$ cat src/rtl/bytewr_pkg.sv
// Shared types and constants for the byte-enabled Avalon-MM write initiator.
// Misaligned splitting is compiled in only when BYTEWR_UNALIGNED_EN is defined.
package bytewr_pkg;

  localparam logic [1:0] SIZE_BYTE = 2'd0;
  localparam logic [1:0] SIZE_HALF = 2'd1;
  localparam logic [1:0] SIZE_WORD = 2'd2;
  localparam logic [1:0] SIZE_ILL  = 2'd3;

  typedef enum logic [1:0] {
    IDLE = 2'd0,
    BEAT = 2'd1,
    FIN  = 2'd2
  } bytewr_state_e;

  // The only byteenable patterns the peripheral register decoders accept
  localparam logic [3:0] BE_W   = 4'b1111;
  localparam logic [3:0] BE_HLO = 4'b0011;
  localparam logic [3:0] BE_HHI = 4'b1100;
  localparam logic [3:0] BE_B0  = 4'b0001;
  localparam logic [3:0] BE_B1  = 4'b0010;
  localparam logic [3:0] BE_B2  = 4'b0100;
  localparam logic [3:0] BE_B3  = 4'b1000;

  function automatic logic [3:0] be_lane(input logic [1:0] lane);
    logic [3:0] be;
    case (lane)
      2'd0:    be = BE_B0;
      2'd1:    be = BE_B1;
      2'd2:    be = BE_B2;
      2'd3:    be = BE_B3;
      default: be = BE_B0;
    endcase
    return be;
  endfunction

  // Rotate left by whole bytes so data byte k lands on lane (ofs+k) mod 4
  function automatic logic [31:0] lane_rotate(input logic [31:0] d, input logic [1:0] ofs);
    logic [31:0] r;
    case (ofs)
      2'd0:    r = d;
      2'd1:    r = {d[23:0], d[31:24]};
      2'd2:    r = {d[15:0], d[31:16]};
      2'd3:    r = {d[7:0],  d[31:8]};
      default: r = d;
    endcase
    return r;
  endfunction

endpackage

$ cat src/rtl/bytewr_chunk_sel.sv
// Picks the largest legal byteenable chunk at pointer lane ptr_lo with remain bytes left.
// With BYTEWR_UNALIGNED_EN undefined only aligned commands reach here, so the choice collapses.
module bytewr_chunk_sel
  import bytewr_pkg::*;
(
  input  logic [1:0] ptr_lo,
  input  logic [2:0] remain,
  output logic [3:0] byteenable,
  output logic [2:0] adv
);

  // Chunk decode from pointer lane and remaining byte count
  always_comb begin
    byteenable = BE_B0;
    adv        = 3'd1;
`ifdef BYTEWR_UNALIGNED_EN
    if ((ptr_lo == 2'd0) && (remain >= 3'd4)) begin
      byteenable = BE_W;
      adv        = 3'd4;
    end else if (!ptr_lo[0] && (remain >= 3'd2)) begin
      byteenable = ptr_lo[1] ? BE_HHI : BE_HLO;
      adv        = 3'd2;
    end else begin
      byteenable = be_lane(ptr_lo);
      adv        = 3'd1;
    end
`else
    case (remain)
      3'd4: begin
        byteenable = BE_W;
        adv        = 3'd4;
      end
      3'd2: begin
        byteenable = ptr_lo[1] ? BE_HHI : BE_HLO;
        adv        = 3'd2;
      end
      default: begin
        byteenable = be_lane(ptr_lo);
        adv        = 3'd1;
      end
    endcase
`endif
  end

endmodule

$ cat src/rtl/avm_bytewrite_master.sv
// Avalon-MM write initiator: one byte/half/word command in, legal-byteenable beats out.
// Define BYTEWR_UNALIGNED_EN to split misaligned commands; otherwise they are rejected with err.
module avm_bytewrite_master
  import bytewr_pkg::*;
#(
  parameter int ADDR_W = 32
) (
  input  logic              clock,
  input  logic              reset,
  input  logic              cmd_valid,
  output logic              cmd_ready,
  input  logic [ADDR_W-1:0] cmd_addr,
  input  logic [1:0]        cmd_size,
  input  logic [31:0]       cmd_data,
  output logic [ADDR_W-1:0] avm_address,
  output logic              avm_write,
  output logic [31:0]       avm_writedata,
  output logic [3:0]        avm_byteenable,
  input  logic              avm_waitrequest,
  output logic              done,
  output logic              err
);

  bytewr_state_e     state_r, state_nxt_s;
  logic [ADDR_W-1:0] ptr_r, ptr_nxt_s;
  logic [2:0]        rem_r, rem_nxt_s;
  logic [2:0]        adv_r;
  logic [2:0]        size_bytes_s;
  logic              illegal_s;
  logic              accept_s;
  logic              beat_ok_s;
  logic              load_s;
  logic              issue_s;
  logic              err_nxt_s;
  logic [3:0]        chunk_be_s;
  logic [2:0]        chunk_adv_s;

  // The chunk for the beat about to be issued is decoded from the next pointer
  bytewr_chunk_sel u_chunk_sel (
    .ptr_lo     (ptr_nxt_s[1:0]),
    .remain     (rem_nxt_s),
    .byteenable (chunk_be_s),
    .adv        (chunk_adv_s)
  );

  // Command size decode and legality check
  always_comb begin
    size_bytes_s = 3'd0;
    illegal_s    = 1'b0;
    case (cmd_size)
      SIZE_BYTE: size_bytes_s = 3'd1;
      SIZE_HALF: size_bytes_s = 3'd2;
      SIZE_WORD: size_bytes_s = 3'd4;
      default: begin
        size_bytes_s = 3'd0;
        illegal_s    = 1'b1;
      end
    endcase
`ifndef BYTEWR_UNALIGNED_EN
    if (((cmd_size == SIZE_HALF) && cmd_addr[0]) ||
        ((cmd_size == SIZE_WORD) && (cmd_addr[1:0] != 2'd0))) begin
      illegal_s = 1'b1;
    end else begin
      illegal_s = illegal_s;
    end
`endif
  end

  // Next-state, pointer and remaining-count logic
  always_comb begin
    state_nxt_s = state_r;
    ptr_nxt_s   = ptr_r;
    rem_nxt_s   = rem_r;
    load_s      = 1'b0;
    issue_s     = 1'b0;
    err_nxt_s   = 1'b0;
    accept_s    = cmd_ready & cmd_valid;
    beat_ok_s   = avm_write & ~avm_waitrequest;
    case (state_r)
      IDLE: begin
        if (accept_s && illegal_s) begin
          err_nxt_s = 1'b1;
        end else if (accept_s) begin
          state_nxt_s = BEAT;
          ptr_nxt_s   = cmd_addr;
          rem_nxt_s   = size_bytes_s;
          load_s      = 1'b1;
          issue_s     = 1'b1;
        end else begin
          state_nxt_s = IDLE;
        end
      end
      BEAT: begin
        if (beat_ok_s) begin
          // Pointer wraps naturally modulo 2^ADDR_W
          ptr_nxt_s = ptr_r + {{(ADDR_W-3){1'b0}}, adv_r};
          rem_nxt_s = rem_r - adv_r;
          if (rem_nxt_s == 3'd0) begin
            state_nxt_s = FIN;
          end else begin
            issue_s = 1'b1;
          end
        end else begin
          state_nxt_s = BEAT;
        end
      end
      FIN:     state_nxt_s = IDLE;
      default: state_nxt_s = IDLE;
    endcase
  end

  // State, bookkeeping and registered bus/handshake outputs
  always_ff @(posedge clock or posedge reset) begin
    if (reset) begin
      state_r        <= IDLE;
      ptr_r          <= '0;
      rem_r          <= 3'd0;
      adv_r          <= 3'd0;
      cmd_ready      <= 1'b0;
      avm_address    <= '0;
      avm_write      <= 1'b0;
      avm_writedata  <= 32'd0;
      avm_byteenable <= 4'd0;
      done           <= 1'b0;
      err            <= 1'b0;
    end else begin
      state_r   <= state_nxt_s;
      ptr_r     <= ptr_nxt_s;
      rem_r     <= rem_nxt_s;
      cmd_ready <= (state_nxt_s == IDLE);
      done      <= (state_nxt_s == FIN);
      err       <= err_nxt_s;
      if (load_s) begin
        avm_writedata <= lane_rotate(cmd_data, cmd_addr[1:0]);
      end
      if (issue_s) begin
        avm_write      <= 1'b1;
        avm_address    <= {ptr_nxt_s[ADDR_W-1:2], 2'b00};
        avm_byteenable <= chunk_be_s;
        adv_r          <= chunk_adv_s;
      end else if (beat_ok_s) begin
        avm_write <= 1'b0;
      end
    end
  end

endmodule

$ cat config.mk
export PLATFORM = sky130hd
export DESIGN_NAME = avm_bytewrite_master
export DESIGN_NICKNAME = d
export VERILOG_FILES = /design/src/rtl/bytewr_pkg.sv /design/src/rtl/bytewr_chunk_sel.sv /design/src/rtl/avm_bytewrite_master.sv
export SDC_FILE = /design/constraint.sdc
export NUM_CORES = 1
export LEC_CHECK = 0
export ABC_AREA = 0
export CORE_ASPECT_RATIO = 0.6
export CORE_MARGIN = 5
export CORE_UTILIZATION = 46
export DETAILED_ROUTE_END_ITERATION = 16
export HOLD_SLACK_MARGIN = 0.03
export PLACE_DENSITY = 0.8
export SETUP_SLACK_MARGIN = 0.4
export SYNTH_ARGS = -nofsm -noshare
export SYNTH_HDL_FRONTEND = slang
export SYNTH_SLANG_ARGS = --single-unit
export TNS_END_PERCENT = 30
$ cat constraint.sdc
create_clock -name clock -period 3.8 [get_ports clock]
set_input_delay 0.76 -clock clock [delete_from_list [all_inputs] [get_ports clock]]
set_output_delay 0.76 -clock clock [all_outputs]
set_load 0.01 [all_outputs]
==> summary.txt <==
Power and ir drop
  • Cell Pwr Density: about 620 nW/µm²
  • P_leak: 3.409 nW
  • Peak supply drop: 0.0002522 V

Worst setup path
  • Worst path required time: about 4000 ps
  • Crit path max fanout: 25
  • Crit path capture type: flop
  • Critical path type: in -> reg
  • Arrival @ worst endpoint: roughly 3400 ps
  • CP Launch Type: input port
  • R2R setup slack: roughly 910 ps

Synthesis
  • Area leader, netlist: dfrtp_1
  • Syn avg cell area: between 10 and 15 µm²
  • Synth top area share: 45.20%
  • Seq/Total Area, Yosys: between 40 and 50%
  • Ys Warns: 0
  • Cell Area, Synth: ~6100 µm²
  • Cells after Synth: about 580
  • FF+latch count, synth: 110
  • Primary FF master, synth: dfrtp_1
  • Async SR Flop Fraction: 100.0%
  • Post-synth EDFFs: 0
  • Synth top area cells: dfrtp_1 (45%), mux4_2 (12%), nand2_1 (8.0%)
  • Unique masters post-synth: 68

Floorplan
  • Num rows: 32
  • Total core area: 12890 µm²
  • Die height: 99.13 µm
  • Initial core utilization: 47.23%
  • Chip width: roughly 160 µm
  • Io pins: 142
  • Die ar.: between 15000 and 20000 µm²

Clock tree
  • Clock-pin slew on the worst setup and hold paths: 70 ps
  • # hold bufs at CTS: 0
  • Resize count post-CTS: 0
  • Number of post-CTS setup repair buffers: 0
  • Max Buffers Root-to-Sink: 2
  • Clock sinks: between 100 and 150
  • H-tree depth: 3
  • TritonCTS clock tree: built
  • Skew-Pair Late Insertion Delay: 350 ps
  • CTS Root Cell: clkbuf_16
  • CTS Buf Count: 9

Placed design
  • DPL Wire Length: between 10000 and 15000 µm
  • Routability cong.: ~0.89
  • I/O Buffers: roughly 140
  • Post-DP Area: 7605 µm²
  • Placed Cells: roughly 860

Timing
  • RSZ-0062 raised after global routing: false
  • Max Clock Skew: approximately 10 ps
  • Hold_ws: 470.5 ps
  • Min Clock Period, post-route: about 3200 ps
  • Final hold violations: 0
  • Max Slew Vio Count: 0
  • Relative slew slack: ~45%
  • Worst-margin pin slew: roughly 830 ps
  • Final setup viols: 0
  • Final period util: a little over four fifths
  • Setup TNS: 0 ps
  • Highest Clock Rate: 315.0 MHz

Run
  • MaxCap Viol Count: 0

Finish
  • Commonest non-fill, non-tap cell in the layout: clkdlybuf4s50_1
  • Layout cells sized above 1: between 10% and 20%
  • Most used cells in the layout excluding fill and tap cells: clkdlybuf4s50_1 (137), nand2_1 (130), dfrtp_1 (110)
  • Syn-to-layout area delta: 29.75%
  • Ant diodes: 0
  • Post-route cell area: between 7000 and 8000 µm²
  • Filler Cells Inserted: between 1k and 1.5k
  • Non-Filler Instances: slightly below 900
  • Nets: 778

GRT
  • Met3 usage: between 5 and 6%
  • Pin count of the biggest net entering global routing: 78
  • First-pass GRT wire length: between 20000 and 30000 µm
  • GRT overflow: 0
  • Vias in the first global route: 5180
  • Initial antenna violation count: 0
  • Met1 usage in global routing: 33.15%
  • GRT Resource Usage Total: between 20% and 30%
  • Met2 usage: between 30% and 40%
  • Gr busiest metal: met2

Outcome
  • Status: finished clean

Drt
  • DR vias/cell: ~6.0
  • First DRT Iteration DRCs: approximately 400
  • Final WL: approximately 18000 µm
  • First-pass iteration count of the detailed router: 6
  • Post-route antenna net violation count: 0
  • DRC viols: 0
  • Routed WL per cell: slightly above 20 µm
  • Via count: approximately 5.3k

Hold path
  • Hold Path Class: reg -> reg
## path summary, 6_finish.rpt
path / from / end / cells past startpoint
max in group asynchronous: reset / avm_byteenable[3] / 3
worst min register to register: avm_writedata[4] / avm_writedata[4] / 2
worst max register to register: adv_r[0] / avm_address[30] / 9
worst max-delay path: cmd_size[0] / avm_address[30] / 8
min in group asynchronous: reset / avm_writedata[29] / 2
worst min-delay path: avm_writedata[4] / avm_writedata[4] / 2
## flip-flops by register name, summed over array words and instances (netlist names)
register	flops
rem_r	3
adv_r	3
avm_byteenable	4
avm_write	1
avm_address	30
state_r	2
avm_writedata	32
cmd_ready	1
done	1
err	1
ptr_r	32
## through the flow
stage	utilization, %	setup slack (ps)	power (mW)
finish	61.29	625.0	4.895
global route	61.29	511.5	5.201
global placement	58.99	492.7	3.887
detailed placement	58.99	336.4	3.971
floorplan	-	1311	2.945
CTS	61.29	697.9	4.922
## final cells by class
class,count,area [µm²],share of cell area [%]
inverter,15,60.06,0.7601
clock inverter,7,71.32,0.9026
clock buffer,9,225.2,2.850
tap,170,212.7,2.692
multi-input combinational,416,3103,39.27
timing repair buffer,150,1476,18.69
sequential,110,2753,34.84
## cell usage after synthesis, drive strengths merged (6+ instances only)
cell type / count
mux2: 25
nor2: 29
nor4: 10
inv: 15
buf: 22
clkbuf: 14
o21ai: 23
nand2b: 7
mux2i: 8
a21o: 6
and3: 6
and4: 6
dfrtp: 110
a21oi: 9
a221o: 7
a31oi: 11
nand3: 13
nand4: 11
nor3: 9
nand2: 131
mux4: 32
a32oi: 6
## report_power, final
part	total, mW	internal [mW]	switching, mW
clock network	0.940	0.466	0.475
logic	2.02	1.08	0.944
registers	1.93	1.59	0.342
total	4.89	3.13	1.76
## routing by layer
metal	vias to the layer above	part of all wire [%]
met4	0	1.4
met5	-	0
met3	24	8.2
met2	230	46
li1	2366	-
met1	2632	44
## critical path: stages
cell and delay (ps):
clkdlybuf4s50_1 500, and3b_1 250, a221oi_1 110, nor2_1 280
inv_1 440, o311a_1 500, a211o_1 290, mux2_4 260
## logic make-up (layout without fill, tap and decap cells)
logic type                 after synthesis  after routing  synth area share (%)
and+or+nand+nor                        242            242                 19.29
adders and majority gates                6              6                 1.479
DFF                                    110            110                 45.20
buffers and inverters                   51            181                 4.212
muxes                                   65             65                 17.83
AOI/OAI and AO/OA                       97             97                 11.34
xor gates and xnor gates                 4              4                0.5752
other                                    1              2               0.06158
No activity file was read; power rests on OpenSTA's default activity.
==> RTL edit 1 (config.mk and constraints unchanged) <==
Re-encode `bytewr_state_e` (3 states) as one-hot, 3 bits wide.
--- a/src/rtl/bytewr_pkg.sv
+++ b/src/rtl/bytewr_pkg.sv
@@ -7,10 +7,10 @@
   localparam logic [1:0] SIZE_WORD = 2'd2;
   localparam logic [1:0] SIZE_ILL  = 2'd3;
 
-  typedef enum logic [1:0] {
-    IDLE = 2'd0,
-    BEAT = 2'd1,
-    FIN  = 2'd2
+  typedef enum logic [2:0] {
+    IDLE = 3'b001,
+    BEAT = 3'b010,
+    FIN  = 3'b100
   } bytewr_state_e;
 
   // The only byteenable patterns the peripheral register decoders accept
Formal check against the unedited RTL: same outputs for any inputs over 4 cycles, from zero or initial values and one cycle with reset high; so few cycles prove little.
==> RTL edit 1 against the unedited design <==
  * Sequential cell count increased by 1
  * Die area fell by 0.34%
  * Hold slack got worse by 0.0056 ns
  * Final area is essentially flat
  * Area after synthesis shrank 0.37%
  * Clock power shrank 4.1%
  * Total power is 0.98% higher
  * Routed wire length shrank 5.4%
  * Worst setup slack improved by 0.26 ns
  * Count of clock-buffer cells in the layout grew 1
  * Largest power group is now registers
==> RTL edit 1: results (changes against the unedited design) <==
- Outcome: completed (unchanged)
- PD cells: 625.9 mW/mm^2 (was 619.5 mW/mm^2)
- Largest cells by area after synthesis: dfrtp_1, mux4_2, nand2_1 (unchanged)
- Layout cell share with drive strength beyond 1: 0.1397 (was 0.1457)
- CTS-repair resized insts: 0 (unchanged)
- Layout Nets: 794 (was 778)
- Placer congestion estimate: 0.9252 (was 0.8919)
- First-pass GRT wire length: 27160 um (was 27820 um)
- Seq/Total Area, Yosys: 0.4580 (was 0.4520)
- Sw Share: 0.3534 (was 0.3596)
- Peak VDD IR: 272.2 uV (was 252.2 uV)
- DP HPWL: 12380 um (was 13020 um)
- Leakage: 3.348 nW (was 3.409 nW)
- Synth top cells by count: nand2_1, dfrtp_1, nor2_1, mux4_2 (was nand2_1, dfrtp_1, mux4_2, nor2_1, mux2_2)
- Slew HR: 0.4722 (was 0.4484)
- Crit-path max FO: 12 (was 25)
- Clk_skew: 0.01495 ns (was 0.01046 ns)
- Final wirelength: 16700 um (was 17650 um)
- TritonRoute pass-1 iters: 5 (was 6)
- Initial DRC count: 510 (was 408)
- Worst EP arrival: 3.15 ns (was 3.41 ns)
- Hold Crit Start: avm_writedata[17] (was avm_writedata[4])
- RR Endpoint: avm_address[10] (was avm_address[30])
- WHS Endpoint: avm_writedata[17] (was avm_writedata[4])
- DR vias: 5188 (was 5252)
- Library cells used by synthesis: 67 (was 68)
- Largest net degree at the start of global routing: 85 (was 78)
[RTL edit 1: cell types whose count changed in the layout (fill, tap and decap cells not counted), sizes merged, moves of 6 or more]
cell / unedited run / this run
nand2: 131 / 155
a21oi: 9 / 18
nor2: 29 / 36
o211ai: 4 / 12
nand4: 11 / 5
mux2i: 8 / 0
[RTL edit 1: routing by layer]
| metal | GRT usage | up-vias | wire length (um) |
|---|---|---|---|
| met4 | 0.05898 | 0 | 272 |
| met5 | 0 | - | 0 |
| li1 | - | 2387 | - |
| met1 | 0.3252 | 2544 | 7589 |
| met2 | 0.3226 | 234 | 7495 |
| met3 | 0.04037 | 23 | 1338 |
[RTL edit 1: how the worst max path moves through the flow]
stage | start | end | slack, ns | depth (start not counted)
after floorplan | cmd_addr[0] | avm_address[13] | 1.40 | 8
after detailed placement | cmd_size[0] | avm_address[7] | 0.60 | 8
after global placement | avm_waitrequest | avm_address[19] | 0.65 | 8
after global routing | cmd_size[0] | avm_address[7] | 0.66 | 8
after CTS | cmd_size[0] | avm_address[7] | 0.96 | 8
final | cmd_size[0] | avm_address[7] | 0.89 | 8
[RTL edit 1: critical path, stage by stage]
cell and delay, ns:
clkdlybuf4s50_1 0.52, nor3_1 0.38, o211ai_1 0.25, nand2_2 0.26
inv_1 0.27, o21ai_0 0.27, o311ai_1 0.15, mux2_2 0.29
[RTL edit 1: cell families (layout without fill, tap and decap cells)]
kind of cell	after synthesis	after routing	synth area share
simple gates	260	260	0.2038
flops	111	111	0.4580
fa+ha+maj	6	6	0.01485
buf+inv	49	180	0.03485
mux	54	54	0.1596
other cells	1	2	0.0006181
xor+xnor	7	7	0.01011
compound gates	103	103	0.1182
[RTL edit 1: power groups by stage]
| stage | logic (mW) | registers, mW | clock network, mW |
|---|---|---|---|
| floorplan | 0.890 | 2.11 | 0 |
| global placement | 1.94 | 2.03 | 0 |
| detailed placement | 2.00 | 2.04 | 0 |
| CTS | 2.01 | 2.04 | 0.923 |
| global route | 2.18 | 2.11 | 0.978 |
| finish | 2.00 | 2.04 | 0.901 |
[RTL edit 1: cell type report]
type,count,area (sq um)
clock buffers,10,229.0
clock inverters,6,51.30
fillers,1062,4995
inverters,14,56.30
multi-input cells,432,3080
flip-flops and latches,111,2779
well taps,170,212.7
repair buffers,150,1489
[RTL edit 1: metrics by stage]
stage	instance area (sq um)	worst slack [ns]	instances	hold WS, ns
floorplan	6075	1.400	592	0.4793
global placement	7617	0.6502	877	0.4512
detailed placement	7617	0.5961	877	0.4552
CTS	7898	0.9560	893	0.4700
global route	7898	0.6618	893	0.4993
finish	7898	0.8888	893	0.4648
==> RTL edit 2 (same flow settings) <==
Without the edit above. `ADDR_W`: 32 -> 64.
--- a/src/rtl/avm_bytewrite_master.sv
+++ b/src/rtl/avm_bytewrite_master.sv
@@ -3,7 +3,7 @@
 module avm_bytewrite_master
   import bytewr_pkg::*;
 #(
-  parameter int ADDR_W = 32
+  parameter int ADDR_W = 64
 ) (
   input  logic              clock,
   input  logic              reset,
Ports: changed (resized avm_address and cmd_addr); port bits go from 142 to 206. No check against the original RTL was run, so the function may have changed too.
==> RTL edit 2 against the unedited design <==
  * Sequential share of layout area decreased by 1.1 points
  * Critical endpoint is now avm_address[55]
  * Worst setup slack got worse by 0.091 ns
  * Sequential cell count increased by 64
  * Total power decreased by 19%
  * Highest routed layer unchanged
  * Final area increased by 63%
  * Area after synthesis increased by 62%
  * Routed wire length increased by 94%
  * Critical path depth unchanged
  * Utilization increased by 0.052 points
==> RTL edit 2: results (changes against the unedited design) <==
- Outcome: completed (unchanged)
- Seq/Total Area, Yosys: 0.4424 (was 0.4520)
- Buffers added on ports: 203 (was 139)
- Peak VDD IR: 268.9 uV (was 252.2 uV)
- H-tree levels: 4 (was 3)
- RR Endpoint: avm_address[59] (was avm_address[30])
- Routed len/inst: 22.84 um (was 20.12 um)
- Crit-path max FO: 8 (was 25)
- First-pass GRT wire length: 52100 um (was 27820 um)
- Reg2Reg Setup Slack: 0.71 ns (was 0.91 ns)
- Leakage: 5.517 nW (was 3.409 nW)
- Power Total: 3.945 mW (was 4.895 mW)
- Sw Pwr: 924.3 uW (was 1.760 mW)
- Worst-Margin Slew: 1.123 ns (was 0.8265 ns)
- GR Util All Layers: 0.2779 (was 0.2241)
- Met1 wire length: 15370 um (was 7829 um)
- Largest net degree at the start of global routing: 109 (was 78)
- Layout Nets: 1317 (was 778)
- Clk_lat worst skew: 0.44 ns (was 0.35 ns)
- Family with the most delay on the worst path: simple AND/OR/NAND/NOR gates (was buffers and inverters)
- Reg-to-reg critical path startpoint: ptr_r[25] (was adv_r[0])
- Largest cells by area after synthesis: dfrtp_1, nand2_1, mux4_2 (was dfrtp_1, mux4_2, nand2_1)
- Worst Slack Setup Final: 0.5339 ns (was 0.6250 ns)
- Layout cell share with drive strength beyond 1: 0.1326 (was 0.1457)
- Met3 wire len: 4060 um (was 1444 um)
- Worst reg2reg path depth: 7 (was 9)
- Dpl cells: 1469 (was 861)
- Synth top cells by count: nand2_1, dfrtp_1, nor2_1, clkbuf_1, a21oi_1 (was nand2_1, dfrtp_1, mux4_2, nor2_1, mux2_2)
- Clock power frac: 0.464 (was 0.192)
- CP Capture Point: avm_address[55] (was avm_address[30])
- Critical path startpoint: avm_waitrequest (was cmd_size[0])
- Biggest regs: ptr_r (64), avm_address (62), avm_writedata (32) (was avm_writedata (32), ptr_r (32), avm_address (30))
- Combinational Power: 264 uW (was 2.02 mW)
- Pre-CTS WS: 0.1449 ns (was 0.3364 ns)
- Global-route track usage on met1: 0.4208 (was 0.3315)
- Vias per cell: 6.260 (was 5.989)
- M2 GR Usage: 0.3896 (was 0.3342)
- Clk root buf: clkbuf_16 (unchanged)
- Initial antenna violation count: 0 (unchanged)
- Slowest CP cell: nor4b_4 (was clkdlybuf4s50_1)
- DP HPWL: 24640 um (was 13020 um)
- Area post-placement: 0.01229 sq mm (was 0.007605 sq mm)
- Crit. End Element: flop (unchanged)
- Worst stage delay on the critical path: 0.62 ns (was 0.50 ns)
- Clk_skew: 0.007264 ns (was 0.01046 ns)
- TritonRoute pass-1 iters: 6 (unchanged)
- WL met2: 14380 um (was 8133 um)
- GR Util met3: 0.08769 (was 0.05913)
- CTS Buf Count: 17 (was 9)
- Vias in the first global route: 8819 (was 5180)
- Placer congestion estimate: 0.9961 (was 0.8919)
- Library cells used by synthesis: 75 (was 68)
- Initial DRC count: 1354 (was 408)
- Post-Syn Area per Cell: 9.668 sq um (was 10.57 sq um)
- DR vias: 9397 (was 5252)
-- RTL edit 2: cell types whose count changed in the layout (fill, tap and decap cells not counted), sizes merged, moves of 12 or more --
cell and change:
nor3 +12, buf +28, nor2 +32, nand2 +74
mux2 +13, nand4 +15, nand3 +25, nor4 +13
a21oi +35, a31oi +13, dfrtp +64, clkdlybuf4s50 +64
-- RTL edit 2: final cells by class --
class,count,area (sq um)
Tap cell,279,349.1
Multi-Input combinational cell,762,5165
Fill cell,1715,8132
Clock buffer,19,452.9
Sequential cell,174,4354
Clock inverter,13,153.9
Timing Repair Buffer,242,2377
Inverter,12,48.80
-- RTL edit 2: worst min-delay path by stage --
stage,start,end,slack (ns)
2_1_floorplan,ptr_r[0],ptr_r[0],0.50
3_5_place_dp,avm_writedata[16],avm_writedata[16],0.46
5_1_grt,avm_writedata[1],avm_writedata[1],0.49
4_1_cts,avm_writedata[15],avm_writedata[15],0.47
6_report,avm_writedata[15],avm_writedata[15],0.47
3_3_place_gp,avm_writedata[4],avm_writedata[4],0.45
-- RTL edit 2: timing repair --
item | CTS | global route
setup buffers | 0 | 0
resized for setup | 0 | 1
endpoints found under the hold margin | 0 | 0
endpoints found under the setup margin | 0 | 1
-- RTL edit 2: tightest hold or removal path: stages, from the launching register on --
cell and delay (ns):
dfrtp_1 0.34, nand2_1 0.05, nand2_1 0.05
-- RTL edit 2: cells by family after synthesis --
family                     after synthesis  synth area share
AOI/OAI and AO/OA                      217            0.1503
xor gates and xnor gates                17           0.01653
adders and majority gates                6          0.009154
buffers and inverters                   83           0.03521
DFF                                    174            0.4424
muxes                                   79            0.1259
other                                    1         0.0003810
and+or+nand+nor                        441            0.2202
